==> src/rtl/fifo_wr_ctrl.sv <==
// Write-side pointer/flag controller of the async FIFO.
// Owns the binary/Gray write pointers, synchronises the read pointer, derives full/level/overflow.
module fifo_wr_ctrl #(
  parameter int unsigned ADDR_SIZE    = 3,
  parameter int unsigned PTR_SIZE     = 4,
  parameter int unsigned SYNC_STAGES  = 2,
  parameter int unsigned AFULL_THRESH = 6
) (
  input  logic                 w_clk,
  input  logic                 w_rst_n,
  input  logic                 w_inc,
  input  logic [PTR_SIZE-1:0]  gray_rd_ptr,
  output logic [PTR_SIZE-1:0]  gray_wr_ptr,
  output logic [ADDR_SIZE-1:0] waddr,
  output logic                 w_en,
  output logic                 wfull,
  output logic                 w_afull,
  output logic [PTR_SIZE-1:0]  w_level,
  output logic                 w_ovf
);

  localparam logic [PTR_SIZE-1:0] AfullThr = PTR_SIZE'(AFULL_THRESH);

  logic [PTR_SIZE-1:0] wptr_q;
  logic [PTR_SIZE-1:0] gray_q;
  logic                ovf_q;
  logic [PTR_SIZE-1:0] sync_q [SYNC_STAGES];

  logic [PTR_SIZE-1:0] wptr_inc;
  logic [PTR_SIZE-1:0] gray_inc;
  logic [PTR_SIZE-1:0] rq;
  logic [PTR_SIZE-1:0] rbin;

  assign wptr_inc = wptr_q + 1'b1;
  assign gray_inc = (wptr_inc >> 1) ^ wptr_inc;
  assign rq       = sync_q[SYNC_STAGES-1];

  always_comb begin
    rbin = '0;
    for (int i = 0; i < int'(PTR_SIZE); i++) begin
      rbin[i] = ^(rq >> i);
    end
  end

  // Flags depend only on registered state; no path from w_inc or gray_rd_ptr.
  assign wfull   = (gray_q == {~rq[PTR_SIZE-1:PTR_SIZE-2], rq[PTR_SIZE-3:0]});
  assign w_level = wptr_q - rbin;
  assign w_afull = (w_level >= AfullThr);
  assign w_en    = w_inc & ~wfull;

  assign gray_wr_ptr = gray_q;
  assign waddr       = wptr_q[ADDR_SIZE-1:0];
  assign w_ovf       = ovf_q;

  always_ff @(posedge w_clk or negedge w_rst_n) begin
    if (!w_rst_n) begin
      wptr_q <= '0;
      gray_q <= '0;
      ovf_q  <= 1'b0;
    end else begin
      if (w_en) begin
        wptr_q <= wptr_inc;
        gray_q <= gray_inc;
      end
      if (w_inc && wfull) begin
        ovf_q <= 1'b1;
      end
    end
  end

  always_ff @(posedge w_clk or negedge w_rst_n) begin
    if (!w_rst_n) begin
      for (int i = 0; i < int'(SYNC_STAGES); i++) begin
        sync_q[i] <= '0;
      end
    end else begin
      sync_q[0] <= gray_rd_ptr;
      for (int i = 1; i < int'(SYNC_STAGES); i++) begin
        sync_q[i] <= sync_q[i-1];
      end
    end
  end

endmodule

==> config.mk <==
export PLATFORM = sky130hd
export DESIGN_NAME = fifo_wr_ctrl
export DESIGN_NICKNAME = d
export VERILOG_FILES = /design/src/rtl/fifo_wr_ctrl.sv
export SDC_FILE = /design/constraint.sdc
export NUM_CORES = 1
export LEC_CHECK = 0
export BUFFER_PORTS_ARGS = -buffer_cell sky130_fd_sc_hd__buf_2
export CORE_UTILIZATION = 49
export DETAILED_ROUTE_END_ITERATION = 10
export GPL_TIMING_DRIVEN = 0
export PLACE_DENSITY = 0.77
export SLEW_MARGIN = 0
export SYNTH_ARGS = -nofsm -noshare
export SYNTH_HDL_FRONTEND = slang
export SYNTH_SLANG_ARGS = --single-unit
==> constraint.sdc <==
create_clock -name w_clk -period 2.3 [get_ports w_clk]
set_clock_uncertainty 0.1 [all_clocks]
set_input_delay 0.115 -clock w_clk [delete_from_list [all_inputs] [get_ports w_clk]]
set_output_delay 0.115 -clock w_clk [all_outputs]
set_load 0.05 [all_outputs]
==> results.md, run 1 <==
- Share of the yosys chip area belonging to registers: 0.5161
- Fin nets: 116
- Drc violations: 0
- Average wire per standard cell: 12.49 µm
- Area delta synth->final: 47.74%
- Most common cell in the synthesized netlist: dfrtp_1
- PnR worst setup slack: -0.2677 ns
- DIE AREA: 1746 µm²
- Post-synth top area cell: dfrtp_1
- Final wirelength: 1461 µm
- Post-layout min period: 2.568 ns
- Status: finished, violations left
- Filler Cell Count: 87
- CORE AREA: 1383 µm²
- Starting Density: 0.5611
- Max Cap Viol: 0
- PortBufs: 21
- Grt total ovfl: 0
- Share of flip-flops with an asynchronous set or reset: 1.000
- Yosys Warn Count: 0
- FP Rows: 13
- Vias in the first global route: 624
- # setup viols final: 4
- Antenna Nets Post-Route: 0
- Largest net degree at the start of global routing: 17
- Hold WS: 0.1643 ns
- Synth top cells by count: dfrtp_1 (16), xnor2_1 (8), xor2_1 (8)
- EDFF count, synth: 0
- RSZ-0062 raised after global routing: true
- CP endpoint kind: output port
- Crit Path Max Fanout: 2
- Main area contributors after synthesis: dfrtp_1 (52%), xnor2_1 (9.0%), xor2_1 (9.0%)
- Post-Syn Area: 775.7 µm²
- Post-detail-place hpwl: 1075 µm
- FMAX: 389.5 MHz
- CTS Sinks: 16
- TritonRoute pass-1 iters: 4
- Max clock buf depth: 2
- Initial antenna violation count: 0
- Violated checks: setup timing
- Final period util: 1.116
- Chip width: 41.79 µm
- Synthesized Nets: 78
- Crit path kind: flop to output port
- Via count: 575
- Mean Syn Cell Area: 11.75 µm²
- Critical path origin: rq[2]
- DP Worst Slack: -0.2389 ns
- Top Ports: 22
- Slew headroom: 0.7237
- RR Startpoint: rq[3]
- Via density: 4.915
- Worst skew pair latency: 0.27 ns
- Clk pin slew, worst setup/hold paths: 0.08 ns
- Most used DFF post-synth: dfrtp_1
- Slew at the pin closest to its max-slew limit: 0.4124 ns
- Ant. Diodes: 0
- Clk root buf: clkbuf_4
- 1st-iter DRT viols: 1
- Share of layout cells above drive strength 1: 0.4804
- GR Util All Layers: 0.2020
- GP Congestion: 0.7006
- Worst EP required: 2.09 ns
- Synth top area share: 0.5161
- CTS tree: yes
- Die H: 41.79 µm
- H-tree depth: 1
- WP data arrival: 2.35 ns
- Cell variety after synth: 19
- Cells after Synth: 66
- Slew Viols, Final: 0
- First-pass GRT wire length: 2670 µm
- FF+latch count, synth: 16
- Crit path launch type: flop
- Final hold viol count: 0
- Worst hold-check path type: primary input to async pin
- Clock buffer count from CTS: 3
## registers in the layout, indices dropped and copies added (netlist names)
name and count:
rq 4, gray_wr_ptr 4, sync_q 4, wptr_q 3, w_ovf 1
## metrics by stage
stage	setup TNS, ns	area, µm²	utilization	instances
global route	-1.427	1146	0.8290	117
CTS	-1.137	1139	0.8235	117
detailed placement	-0.6266	967.2	0.6995	102
global placement	-0.3278	967.2	0.6995	102
floorplan	-0.1940	843.3	-	66
finish	-0.9257	1146	0.8290	117
## cell type report
| cell class | instances | area (µm²) | area share |
|---|---|---|---|
| Buffer | 1 | 11.26 | 0.009825 |
| Inverter | 6 | 22.52 | 0.01965 |
| Sequential cell | 16 | 400.4 | 0.3493 |
| Timing Repair Buffer | 33 | 232.7 | 0.2031 |
| Multi-Input combinational cell | 43 | 437.9 | 0.3821 |
| Clock buffer | 3 | 22.52 | 0.01965 |
| Tap cell | 15 | 18.77 | 0.01638 |
## path summary, 6_finish.rpt
check | endpoint | slack (ns) | cells past startpoint
setup / recovery | w_afull | -0.27 | 10
hold / removal | wptr_q[0] | 0.16 | 2
max in group asynchronous | w_ovf | 1.69 | 2
min in group w_clk | rq[1] | 0.25 | 0
setup reg to reg | gray_wr_ptr[3] | 0.44 | 6
hold reg to reg | rq[1] | 0.25 | 0
## metal layers
layer  global-route usage  vias up  routed length (µm)
li1                     -      288                   -
met3              0.01304        2                  37
met5                    0        -                   0
met4              0.09677        0                  14
met1               0.2209      272                 590
met2               0.3875       13                 819
## what timing repair did
| action | CTS | global route |
|---|---|---|
| gates resized for setup | 14 | 2 |
| cloned | 0 | 0 |
| hold buffers | 6 | 0 |
| endpoints found under the setup margin | 4 | 5 |
| hold endpoints to repair | 21 | 0 |
| pin swaps | 8 | 5 |
| setup buffers | 6 | 0 |
## worst max-delay path, stage by stage (launching register included)
cell and delay, ns:
dfrtp_1 0.42, xnor2_2 0.24, xor2_2 0.21, xnor2_1 0.14, ha_2 0.20, inv_2 0.04
fa_2 0.37, xor2_4 0.15, nand2_2 0.08, o21ai_4 0.06, buf_6 0.17
## cells in the final DEF, fill, tap and decap left out, types with 2 or more instances in the layout
cell / synthesis / routed
clkbuf_4: 0 / 3
buf_2: 0 / 18
dfrtp_1: 16 / 16
inv_1: 6 / 5
o21ai_0: 5 / 3
buf_4: 0 / 6
ha_1: 4 / 3
xnor2_1: 8 / 6
xor2_1: 8 / 6
nand2_1: 6 / 5
xnor2_2: 0 / 2
buf_6: 1 / 3
dlygate4sd3_1: 0 / 6
nor2_2: 2 / 3
## logic make-up after synthesis
family	count (synthesis)	synth area share
simple gates	13	0.08226
fa+ha+maj	5	0.09033
mux	1	0.01452
buf+inv	7	0.04355
xor+xnor	16	0.1807
flops	16	0.5161
compound gates	8	0.07259
Power of run 1 is left out: the tool's default activity adds up to more than one toggle a clock period on the data nets, which glitch-free logic cannot reach.
==> run 2: changes to the inputs <==
Settings changed: ABC_AREA set to 1, CAP_MARGIN set to 20, CORE_UTILIZATION 49 to 51, PLACE_DENSITY 0.77 to 0.78.
==> results.md, run 2 <==
- Crit path launch type: flop
- Most frequent cells in the layout: nand2_1 (43), buf_2 (16), dfrtp_1 (14)
- Filler Cell Count: 103
- H-tree depth: 1
- CTS tree: yes
- Area delta synth->final: 40.97%
- Average wire per standard cell: 12.57 µm
- EDFF count, synth: 0
- Clk root buf: clkbuf_4
- Crit-path max cell delay: 0.46 ns
- Slew at the pin closest to its max-slew limit: 0.4220 ns
- Crit path kind: flop to output port
- Final wirelength: 2074 µm
- Final hold viol count: 0
- Mean Syn Cell Area: 8.028 µm²
- Max clock buf depth: 2
- FMAX: 417.5 MHz
- Area post-placement: 1050 µm²
- Crit-path cells: xnor2_2 > xnor2_1 > inv_1 > ha_1 > inv_2 > fa_2 > nand2_2 > nand3_2 > buf_8
- Worst EP required: 2.09 ns
- Cell variety after synth: 18
- Clock buffer count from CTS: 3
- Initial antenna violation count: 0
- Post-layout min period: 2.395 ns
- GP Congestion: 0.7693
- PnR worst setup slack: -0.09512 ns
- Post-synth top area cell: dfrtp_1
- Main area contributors after synthesis: dfrtp_1 (44%), nand2_1 (19%), ha_1 (5.5%)
- Share of the yosys chip area belonging to registers: 0.4414
- FF+latch count, synth: 16
- 1st-iter DRT viols: 15
- Max Cap Viol: 0
- Most used DFF post-synth: dfrtp_1
- Share of layout cells above drive strength 1: 0.3691
- Final Util: 0.8111
- Slew Viols, Final: 0
- CP delay by family, top: adder cells
- CTS Sinks: 16
- Final period util: 1.041
- DP Worst Slack: 0.03621 ns
- RSZ-0062 raised after global routing: true
- CP endpoint kind: output port
- WP data arrival: 2.18 ns
- Violated checks: setup timing
- Worst path slowest cell: fa_2
- Top Ports: 22
- Die H: 44.18 µm
- Largest net degree at the start of global routing: 17
- DIE AREA: 1951 µm²
- Fin nets: 162
- Share of flip-flops with an asynchronous set or reset: 1.000
- Most common cell after layout, fill and taps aside: nand2_1
- GR Util All Layers: 0.2405
- Vias in the first global route: 769
- Slew headroom: 0.7187
- Drc violations: 0
- Most common cell in the synthesized netlist: nand2_1
- PortBufs: 20
- Crit Path Max Fanout: 2
- Status: finished, violations left
- Yosys Warn Count: 0
- Synth top cells by count: nand2_1 (47), dfrtp_1 (16), inv_1 (13)
- Chip width: 44.18 µm
- Starting Density: 0.5754
- Clk pin slew, worst setup/hold paths: 0.09 ns
- Synthesized Nets: 125
- Via count: 849
- Via density: 5.145
- Worst skew pair latency: 0.29 ns
- CORE AREA: 1577 µm²
- First-pass GRT wire length: 3305 µm
- FP Rows: 14
- Worst hold-check path type: primary input to flop
- TritonRoute pass-1 iters: 6
- Post-detail-place hpwl: 1301 µm
- Synth top area share: 0.4414
- Cells after Synth: 113
- Design area: 1279 µm²
- # setup viols final: 2
- Antenna Nets Post-Route: 0
- Ant. Diodes: 0
- Grt total ovfl: 0
- CP Buf/Inv Count: 3
- Post-Syn Area: 907.1 µm²
[run 2: cell types whose count changed after synthesis, sizes merged, moves of 3 or more]
cell	change
xor2	-5
nand2	+44
xnor2	-3
nand3	+8
inv	+12
o21ai	-5
[run 2: cells by family (layout without fill, tap and decap cells)]
| logic type | Yosys count | count (layout) | synth area share |
|---|---|---|---|
| XOR/XNOR | 8 | 8 | 0.08552 |
| AO/OA/AOI/OAI | 2 | 2 | 0.01379 |
| buffers and inverters | 19 | 55 | 0.07862 |
| adder cells (fa/ha/maj) | 5 | 5 | 0.07724 |
| flip-flops | 16 | 16 | 0.4414 |
| AND/OR/NAND/NOR | 63 | 63 | 0.3035 |
[run 2: final timing paths]
kind | from | to | slack, ns | depth (start not counted)
max | rq[3] | w_afull | -0.1 | 9
min | w_inc | wptr_q[0] | 0.15 | 3
max reg2reg | wptr_q[1] | gray_wr_ptr[1] | 0.69 | 6
min reg2reg | sync_q[4] | rq[0] | 0.26 | 0
max in group asynchronous | w_rst_n | rq[1] | 1.66 | 2
min in group asynchronous | w_rst_n | gray_wr_ptr[3] | 0.17 | 2
[run 2: per-layer routing]
layer  vias to the layer above  GRT usage  share of wire
met4                         0     0.1152          0.010
met3                         4    0.03673          0.058
met2                        38     0.4088           0.56
met5                         -          0              0
met1                       397     0.2997           0.37
li1                        410          -              -
[run 2: layout make-up]
type                            instances  area (µm²)  area share
Tap cell                               16       20.02     0.01566
Sequential cell                        16       402.9      0.3151
Buffer                                  1       3.754    0.002935
Multi-Input combinational cell         78       516.7      0.4041
Clock buffer                            4       36.28     0.02838
Inverter                               18       67.56     0.05284
Timing Repair Buffer                   32       231.5      0.1810
[run 2: repair_timing]
item | in CTS | in global routing
pin swaps | 6 | 3
gates resized for setup | 13 | 10
endpoints found under the hold margin | 20 | 0
setup endpoints to repair | 4 | 4
setup buffers | 6 | 1
hold buffers | 5 | 0
[run 2: worst min-delay path: stages]
cell and delay [ns]:
buf_1 0.20, nand3_1 0.14, nand2_1 0.05
[run 2: stage by stage]
step | hold WS, ns | instances | setup TNS (ns)
after global placement | -0.06201 | 149 | 0
after global routing | 0.1649 | 165 | -0.3389
final | 0.1462 | 165 | -0.1042
after CTS | 0.1151 | 164 | -0.1077
after detailed placement | -0.05713 | 149 | 0
after floorplan | -0.2806 | 113 | -0.1517
Power of run 2 is left out for the same reason.
==> run 3: changes to the inputs <==
Settings changed: ABC_AREA 1 to unset, CORE_UTILIZATION 51 to 49, PLACE_DENSITY 0.78 to 0.77.
Clock period 2.3 ns to 2.5 ns, I/O delays scaled along.
==> results.md, run 3 (synthesis gave the netlist of run 1 again) <==
- Status: finished, violations left
- Violated checks: setup timing
- Drc violations: 0
- DIE AREA: 1746 µm²
- Via count: 583
- Crit path launch type: flop
- Ant. Diodes: 0
- Reg2reg setup slack: 0.62 ns
- Crit Path Max Fanout: 2
- GR Util All Layers: 0.2028
- Area delta synth->final: 41.29%
- FP Rows: 13
- Critical path origin: rq[3]
- Slew headroom: 0.6308
- GP Congestion: 0.7547
- FMAX: 393.1 MHz
- Antenna Nets Post-Route: 0
- Top Ports: 22
- # setup viols final: 2
- Clock buffer count from CTS: 3
- RR Startpoint: rq[3]
- Vias in the first global route: 611
- Final hold viol count: 0
- Worst EP required: 2.28 ns
- Starting Density: 0.5611
- CP endpoint kind: output port
- Clk pin slew, worst setup/hold paths: 0.10 ns
- Critical R2R Capture: gray_wr_ptr[3]
- Max Cap Viol: 0
- PnR worst setup slack: -0.04363 ns
- Via density: 4.983
- Largest net degree at the start of global routing: 17
- First-pass GRT wire length: 2622 µm
- Slew at the pin closest to its max-slew limit: 0.5499 ns
- Final period util: 1.017
- H-tree depth: 1
- Clk root buf: clkbuf_4
- Hold WS: 0.1807 ns
- Max clock buf depth: 2
- Post-layout min period: 2.544 ns
- Share of layout cells above drive strength 1: 0.4412
- RSZ-0062 raised after global routing: true
- PortBufs: 21
- Worst hold-check path type: primary input to async pin
- CTS Sinks: 16
- Fin nets: 115
- Average wire per standard cell: 13.73 µm
- Slew Viols, Final: 0
- 1st-iter DRT viols: 9
- Setup crit end: w_afull
- CORE AREA: 1383 µm²
- Final wirelength: 1606 µm
- Worst skew pair latency: 0.28 ns
- Grt total ovfl: 0
- Filler Cell Count: 88
- Crit path kind: flop to output port
- Reg2Reg Depth: 6
- Initial antenna violation count: 0
- Most frequent cells in the layout: buf_2 (18), dfrtp_1 (16), xnor2_1 (7)
- Most common cell after layout, fill and taps aside: buf_2
- Die H: 41.79 µm
- TritonRoute pass-1 iters: 4
- WP data arrival: 2.32 ns
- Post-detail-place hpwl: 1051 µm
- CTS tree: yes
- Chip width: 41.79 µm
==> run 3: changes by cell type in the layout (fill, tap and decap cells not counted), moves of 3 or more <==
cell	previous run	this run
nand2_2	5	1
nand2_1	43	5
nand3_1	8	1
inv_2	5	1
inv_1	13	5
xor2_1	1	6
o21ai_0	0	3
xnor2_1	3	7
==> run 3: repair_timing <==
item                                   in CTS  in global routing
gates resized for setup                     6                  8
setup endpoints to repair                   4                  4
hold buffers                                6                  0
endpoints found under the hold margin      21                  0
setup buffers                               3                  2
pin swaps                                   2                  2
==> run 3: through the flow <==
| stage | cells | setup WS (ns) | util | TNS (ns) | instance area (µm²) |
|---|---|---|---|---|---|
| floorplan | 66 | -0.3078 | - | -0.3180 | 793.3 |
| global placement | 102 | -0.03348 | 0.6633 | -0.03348 | 917.1 |
| detailed placement | 102 | -0.06028 | 0.6633 | -0.06028 | 917.1 |
| CTS | 115 | -0.05938 | 0.7665 | -0.1344 | 1060 |
| global route | 117 | -0.1567 | 0.7928 | -0.5292 | 1096 |
| finish | 117 | -0.04363 | 0.7928 | -0.06857 | 1096 |
==> run 3: worst min path at each step <==
stage,slack [ns],start,cells past startpoint,endpoint
after detailed placement,-0.05,w_rst_n,1,gray_wr_ptr[3]
after floorplan,-0.27,w_rst_n,0,gray_wr_ptr[0]
after CTS,0.19,w_rst_n,2,wptr_q[2]
after global placement,-0.05,w_rst_n,1,wptr_q[0]
final,0.18,w_rst_n,2,gray_wr_ptr[3]
after global routing,0.21,w_rst_n,2,rq[2]
==> run 3: metal layers <==
metal / GRT usage / wire length (µm) / vias to the layer above / share of wire
met3: 0.03913 / 50 / 6 / 0.031
met4: 0.07742 / 45 / 0 / 0.028
met5: 0 / 0 / - / 0
met2: 0.3594 / 825 / 21 / 0.51
met1: 0.2400 / 685 / 271 / 0.43
li1: - / - / 285 / -
==> run 3: worst max-delay path, stage by stage, from the launching register on <==
cell	delay (ns)
dfrtp_1	0.42
xnor2_2	0.23
xor2_2	0.20
xnor2_1	0.15
ha_2	0.21
inv_2	0.04
fa_2	0.53
nand2_2	0.05
o21ai_2	0.05
buf_6	0.17
==> run 3: final cells by class <==
cell class,count,area [µm²],share of cell area
plain buffers,1,11.26,0.01027
clock buffers,4,36.28,0.03311
inverters,6,22.52,0.02055
multi-input cells,43,392.9,0.3584
flip-flops and latches,16,400.4,0.3653
well taps,15,18.77,0.01712
repair buffers,32,214.0,0.1952
Power of run 3 is left out for the same reason.
